[config.mk]
export PLATFORM = sky130hd
export DESIGN_NAME = vbus_cv_ramp
export DESIGN_NICKNAME = d
export VERILOG_FILES = /design/src/rtl/vbus_cv_ramp.sv
export SDC_FILE = /design/constraint.sdc
export NUM_CORES = 1
export LEC_CHECK = 0
export BUFFER_PORTS_ARGS = -buffer_cell sky130_fd_sc_hd__buf_4
export CAP_MARGIN = 5
export CORE_ASPECT_RATIO = 1.2
export CORE_UTILIZATION = 32
export CTS_CLUSTER_DIAMETER = 120
export DETAILED_ROUTE_END_ITERATION = 12
export GPL_TIMING_DRIVEN = 0
export PLACE_DENSITY = 0.55
export SYNTH_ARGS = -nofsm -noshare
export SYNTH_HDL_FRONTEND = slang
export SYNTH_SLANG_ARGS = --single-unit
[constraint.sdc]
create_clock -name clk_i -period 25 [get_ports clk_i]
set_input_delay 3.75 -clock clk_i [delete_from_list [all_inputs] [get_ports clk_i]]
set_output_delay 3.75 -clock clk_i [all_outputs]
set_load 0.05 [all_outputs]
[src/rtl/vbus_cv_ramp.sv]
// Modelled VBUS constant-voltage ramp: a tick-paced slew limiter that moves vbus
// toward dac*MUL, with a dead-band, a discharge path and a settle qualifier.
//
// state   | meaning
// --------+------------------------------------------------
// S_OFF   | gate low, no discharge: vbus frozen
// S_RAMP  | gate high, vbus stepping toward target
// S_HOLD  | gate high, vbus equals target
// S_DISCH | discharge pulling vbus down toward teff
module vbus_cv_ramp #(
  parameter int VW       = 16,
  parameter int MUL      = 10,
  parameter int TICK     = 48,
  parameter int PCT      = 3,
  parameter int DEN      = 100,
  parameter int DBAND    = 33,
  parameter int DSTEP    = 500,
  parameter int SETTLE_N = 4
) (
  input  logic          clk_i,
  input  logic          rst_i,
  input  logic [VW-1:0] dac_i,
  input  logic          gate_i,
  input  logic          disch_i,
  output logic [VW-1:0] vbus_o,
  output logic          settled_o,
  output logic          up_o,
  output logic          dn_o,
  output logic          tick_o
);

  localparam int CW = (TICK > 1) ? $clog2(TICK) : 1;
  localparam int SW = $clog2(SETTLE_N + 1);
  localparam logic [VW-1:0] VMAX = '1;

  typedef enum logic [1:0] {S_OFF, S_RAMP, S_HOLD, S_DISCH} state_t;

  logic [CW-1:0]      tcnt_q, tcnt_d;
  logic               tick_q, tick_d;
  logic [VW-1:0]      target_q, target_d;
  logic [VW+7:0]      prod;
  state_t             state_q, state_d;
  logic [VW-1:0]      vbus_q, vbus_d;
  logic               up_q, up_d, dn_q, dn_d;
  logic [SW-1:0]      scnt_q, scnt_d;
  logic [VW-1:0]      teff;
  logic signed [VW:0] delta;
  logic [VW:0]        mag;
  logic [31:0]        slew;
  logic [VW-1:0]      step;
  logic [VW-1:0]      drop;

  // tick_q is high for exactly the cycle whose closing edge applies an update
  always_comb begin
    tcnt_d = (tcnt_q == CW'(TICK - 1)) ? '0 : tcnt_q + CW'(1);
    tick_d = (tcnt_d == CW'(TICK - 1));
  end

  always_comb begin
    prod     = (VW+8)'(dac_i) * (VW+8)'(MUL);
    target_d = (|prod[VW+7:VW]) ? VMAX : prod[VW-1:0];
  end

  always_comb begin
    teff  = gate_i ? target_q : '0;
    delta = $signed({1'b0, teff}) - $signed({1'b0, vbus_q});
    mag   = delta[VW] ? $unsigned(-delta) : $unsigned(delta);
    slew  = (32'(mag) * 32'(PCT)) / 32'(DEN);
    drop  = vbus_q - teff;
    if (32'(mag) <= 32'(DBAND) || slew == 32'd0) begin
      step = VW'(1);
    end else if (slew > 32'(mag)) begin
      step = mag[VW-1:0];
    end else begin
      step = slew[VW-1:0];
    end
  end

  always_comb begin
    state_d = state_q;
    vbus_d  = vbus_q;
    up_d    = up_q;
    dn_d    = dn_q;
    scnt_d  = scnt_q;
    if (tick_q) begin
      if (disch_i && (vbus_q > teff)) begin
        state_d = S_DISCH;
        vbus_d  = (drop > VW'(DSTEP)) ? vbus_q - VW'(DSTEP) : teff;
      end else if (!gate_i) begin
        state_d = S_OFF;
      end else if (delta == '0) begin
        state_d = S_HOLD;
      end else begin
        state_d = S_RAMP;
        vbus_d  = delta[VW] ? vbus_q - step : vbus_q + step;
      end
      up_d = (vbus_d > vbus_q);
      dn_d = (vbus_d < vbus_q);
      if (vbus_d == teff) begin
        scnt_d = (scnt_q == SW'(SETTLE_N)) ? scnt_q : scnt_q + SW'(1);
      end else begin
        scnt_d = '0;
      end
    end
  end

  always_ff @(posedge clk_i) begin
    if (rst_i) begin
      tcnt_q   <= '0;
      tick_q   <= 1'b0;
      target_q <= '0;
      state_q  <= S_OFF;
      vbus_q   <= '0;
      up_q     <= 1'b0;
      dn_q     <= 1'b0;
      scnt_q   <= '0;
    end else begin
      tcnt_q   <= tcnt_d;
      tick_q   <= tick_d;
      target_q <= target_d;
      state_q  <= state_d;
      vbus_q   <= vbus_d;
      up_q     <= up_d;
      dn_q     <= dn_d;
      scnt_q   <= scnt_d;
    end
  end

  assign vbus_o    = vbus_q;
  assign up_o      = up_q;
  assign dn_o      = dn_q;
  assign tick_o    = tick_q;
  assign settled_o = (scnt_q == SW'(SETTLE_N));

endmodule

**Word level (Yosys, flattened, before mapping)**

Index checks and enable logic that the tools add are counted.

- Bits in registers: 44
- Bits in latches: 0
- Bits in writable memories: 0
- Memory bits (read-only): 0
- Input bits: 20
- Output and inout port bits: 20
- Logic and storage cells: 49
- Memories kept: 0

- Add/sub/neg operators: 8
- Multipliers: 2
- Divide/modulo/power cells: 1
- $lt $le $gt $ge: 6
- Equal/unequal tests: 5
- Shifts and indexed selects: 0
- Muxes and demuxes: 14
- Bitwise logic cells: 0
- Reductions and logical operators: 6

Operators with widths:

| cell | number |
|---|---|
| $mux W16 | 10 |
| $div A19 B7 Y32 const B | 1 |
| $gt A16 B16 Y1 | 2 |
| $gt A32 B17 Y1 | 1 |
| $logic_not A32 Y1 | 1 |
| $sub A16 B16 Y16 | 2 |
| $mul A16 B3 Y19 const B | 1 |
| $mul A17 B2 Y19 const B | 1 |
| $le A17 B6 Y1 const B | 1 |
| $logic_not A17 Y1 | 1 |
| $mux W17 | 1 |
| $neg A17 Y17 | 1 |
| $sub A16 B16 Y17 | 1 |
| $add A16 B16 Y16 | 1 |
| $eq A16 B16 Y1 | 1 |
| $gt A16 B9 Y1 const B | 1 |
| $lt A16 B16 Y1 | 1 |
| $sub A16 B9 Y16 const B | 1 |
| $eq A6 B6 Y1 const B | 2 |
| $add A6 B1 Y6 const B | 1 |
| $mux W3 | 2 |
| $mux W6 | 1 |
| $reduce_or A4 Y1 | 1 |
| $add A3 B1 Y3 const B | 1 |
| 5 further kinds | 5 |

**Longest topological paths before layout**

- Word-level depth: 18
- Depth in mapped cells: 108
- Mapped depth without buffers: 96

**Least setup slack after synthesis**

OpenSTA, ideal clock, no wires.

- Path kind: input-to-reg
- From: input port gate_i
- To: register up_q (netlist: up_o)
- Library setup time: 132 ps
- Arrival: 22848 ps
- Data required time: 24868 ps
- Path slack: 2020 ps
- Stages: 100
- Path buffers: 8
- Cell sequence: buf_4 > buf_4 > clkbuf_1 > buf_1 > nand2_1 > inv_1 > ha_1 > buf_2 > and2_0 > a221o_1 > nor2b_1 > a211oi_1 > nor2_1 > clkbuf_1 > nand2_1 > o21ai_0 > ha_1 > inv_1 > [64 not listed] > a21oi_1 > o21bai_1 > a21oi_1 > o21bai_1 > a21oi_1 > o21bai_1 > a21oi_1 > o21bai_1 > a21o_1 > a21o_1 > or4_1 > a21boi_1 > nor3_1 > ha_1 > nand4_1 > or4_1 > nand2_1 > a21oi_1

- Cells in the longest elaborated chain, start to end: 16
- Elaborated cells between the ends (all ways): 26
- Classes of those cells: 5 x add/sub; 1 x mul; 1 x div; 5 x order compare; 10 x mux; 4 x reduce/logical

RTL lines:

| item | line | source |
|---|---|---|
| from (decl) | 23 | `input logic gate_i,` |
| $mux W16 | 65 | `teff = gate_i ? target_q : '0;` |
| $sub A16 B16 Y17 | 66 | `delta = $signed({1'b0, teff}) - $signed({1'b0, vbus_q});` |
| $neg A17 Y17 | 67 | `mag = delta[VW] ? $unsigned(-delta) : $unsigned(delta);` |
| $mux W17 | 67 |  |
| $mul A17 B2 Y19 | 68 | `slew = (32'(mag) * 32'(PCT)) / 32'(DEN);` |
| $div A19 B7 Y32 | 68 |  |
| $gt A32 B17 Y1 / $logic_not A32 Y1 (equally long branches) | 72, 70 |  |
| $mux W16 / $logic_or A1 B1 Y1 (equally long branches) | 72, 70 |  |
| $mux W16 | 70 | `if (32'(mag) <= 32'(DBAND) \|\| slew == 32'd0) begin` |
| $add A16 B16 Y16 / $sub A16 B16 Y16 (equally long branches) | 95 | `vbus_d = delta[VW] ? vbus_q - step : vbus_q + step;` |
| $mux W16 | 95 |  |
| $mux W16 | 91 | `end else if (delta == '0) begin` |
| $mux W16 | 89 | `end else if (!gate_i) begin` |
| $mux W16 * | 86 | `if (disch_i && (vbus_q > teff)) begin` |
| $mux W16 * | 85 | `if (tick_q) begin` |
| $gt A16 B16 Y1 * | 97 | `up_d = (vbus_d > vbus_q);` |
| to (signal assigned) | 123 | `up_q <= up_d;` |
| to (decl) | 44 | `logic up_q, up_d, dn_q, dn_d;` |

Mark *: on every way between the ends. The rest lies on a longest branch, timed or not. The select of a mux whose other input is x is not followed.
A chain may end at the register's enable or synchronous reset.

**Final worst setup path**

Ends and elaborated chain as after synthesis.

==> qor.yml <==
drive_gt1_frac: 0.179
nFillCells: 3703
slew_headroom: 0.0696
drcViolationCount: 0
final_cell_area_um2: 13300
hold_buffers: 0
start_util: 0.325
cpPeakStageDelay_ns: 0.55
htree_num_levels: 2
finalSetupViolations: 0
syn_nets: 1724
synth_cell_types: 123
yosys_register_bits: 44
io_pins: 40
grt_antenna_before_repair: 0
path_clk_slew_ns: 0.06
grt_first_pass_wirelength_mm: 59.1
cts-root-buf: "clkbuf_16"
wl_mm: 36.7
start_kind: "input pin"
multi_input_area_um2: 10500
wl_per_cell_um: 17.4
synthArstFlopShare: 0
dp_hpwl_mm: 29.9
grt_usage: 0.196
ys_top_cells_by_count: "nand2_1, a21oi_1, nor2_1"
placed_cells: 2070
netlist_instances: 1570
worst_pin_slew_ns: 1.38
post_synth.cell_area_avg_um2: 7.25
yosysMostFrequentCell: "nand2_1"
clk_latency_ns: 0.29
setup_tns_ns: 0
die_height_um: 209
crit_path_end_kind: "flip-flop"
nNetsFinal: 1800
die_width_um: 174
grt_use_met2: 0.379
seq_area_frac_synth: 0.0774
fin_worst_skew_ns: 0.00732
cts_buffers: 5
hold_path.class: "flip-flop to flip-flop"
yosysTopAreaCell: "ha_1"
crit_required_ns: 25.16
layout.cells.non_filler: 2109
avgViaCountPerCell: 5.73
synthFlopType: "dfxtp_1"
use_met3: 0.00512
cp_common_cell: "a21oi_1"
cp_max_fo: 10
cts_sinks: 44
fin_ws_ns: 1.18
core_um2: 35000
synthesis.area_um2: 11400
drv_cap: 0
pre_cts_ws_ns: -2.18
synth_edf_count: 0
seq_area_um2: 881
critical_path.slowest_cell: "a2111o_1"
dr.first_iter.drc_count: 835
vias: 12100
place.gp.congestion: 0.869
port_buffers: 38
worstSetupPathType: "input pin to flip-flop"
synth.area.top_cells: "ha_1, dfxtp_1, xnor2_1"
grt_remaining_overflow: 0
grt_pass1_vias: 11500
post-route-period-util: 0.953
ant_nets: 0
met1_usage: 0.233
rows: 75
finalHoldViolCount: 0
dieArea_um2: 36300
worstPathArrival_ns: 23.98
fmax_ghz: 0.0420
synth_top_area_frac: 0.144
areaGrowthSynthToFinish_pct: 17.3
top_usage_layer: "met2"
grt_start_max_net_pins: 15
drv_slew: 0
outcome: "completed"
cts_tree: "built"
first_pass_iters: 5
cts_buffer_depth: 2
fin_crit_ns: 23.82
diodes: 0
placed_cell_area_um2: 12200
ys_warn_count: 0
==> cell usage in the layout, fill, tap and decap left out, drive strengths merged, types with 8 or more instances in the layout <==
cell type,netlist,routed
a211oi,28,28
nor2b,13,13
and2,17,17
nor3,43,43
xnor2,108,108
inv,95,95
nand2b,14,14
xor2,26,26
a211o,9,9
mux2i,24,24
o31ai,8,8
a31oi,31,31
nand3,53,53
nand4,27,27
ha,131,131
o211ai,32,32
o21ai,82,82
o21a,18,18
dfxtp,44,44
nor2,139,139
a2111oi,10,10
or3,8,8
nand3b,8,8
o2111ai,11,11
and3,14,14
clkbuf,35,42
or2,12,12
o22ai,10,10
nor4,15,15
or4,9,9
nand2,140,140
o221ai,9,9
a21oi,145,145
o211a,9,9
o21bai,22,22
buf,27,95
a21o,41,41
==> area by class of cell <==
type / instances / share of cell area
Clock inverter: 2 / 0.00291
Sequential cell: 44 / 0.0660
Multi-Input combinational cell: 1369 / 0.787
Clock buffer: 6 / 0.0104
Inverter: 95 / 0.0267
Timing Repair Buffer: 69 / 0.0388
Buffer: 62 / 0.0245
Tap cell: 462 / 0.0433
==> worst max-delay path, delay by kind of cell <==
kind / cells / cell delay (ns)
and+or+nand+nor: 22 / 3.29
muxes: 2 / 0.47
adders and majority gates: 6 / 1.89
xor gates and xnor gates: 3 / 0.63
AOI/OAI and AO/OA: 52 / 10.92
buffers and inverters: 18 / 2.94
==> path summary, 6_finish.rpt <==
path                          start              endpoint  slack, ns  cells after the start
min reg2reg    tcnt_q[0]$_SDFF_PP0_  tcnt_q[0]$_SDFF_PP0_       0.46                      1
min            tcnt_q[0]$_SDFF_PP0_  tcnt_q[0]$_SDFF_PP0_       0.46                      1
max reg2reg  vbus_o[9]$_SDFFE_PP0P_     up_o$_SDFFE_PP0P_       4.80                     98
max                          gate_i     up_o$_SDFFE_PP0P_       1.18                    103
==> flip-flops by register name, summed over array words and instances (netlist names) <==
register	cells
dn_o	1
scnt_q	3
target_q	16
tcnt_q	6
tick_o	1
up_o	1
vbus_o	16
==> per-stage QoR <==
stage,hold WS [ns],utilization
3_5_place_dp,0.452,0.350
2_1_floorplan,0.430,-
5_1_grt,0.487,0.381
6_report,0.459,0.381
4_1_cts,0.467,0.359
3_3_place_gp,0.447,0.350
==> what timing repair did <==
item / in CTS / in global routing
endpoints found under the setup margin: 11 / 10
buffers inserted: 5 / 26
gates cloned: 0 / 0
pin swaps: 4 / 30
hold endpoints to repair: 0 / 0
gates resized for setup: 29 / 131
==> layer usage <==
metal,share of wire,vias up
met5,0,-
met4,0.025,0
met3,0.021,51
met2,0.53,257
met1,0.43,5765
li1,-,6020
==> kinds of logic (layout without fill, tap and decap cells) <==
family                   Yosys count  in the layout  share of synthesized area
AO/OA/AOI/OAI                    548            548                      0.352
XOR/XNOR                         134            134                      0.111
adder cells (fa/ha/maj)          138            138                      0.153
buffers and inverters            157            234                     0.0568
flip-flops                        44             44                     0.0774
multiplexers                      26             26                     0.0245
AND/OR/NAND/NOR                  523            523                      0.225
Power is left out: the tool's default activity adds up to more than one toggle a clock period on the data nets, which glitch-free logic cannot reach.
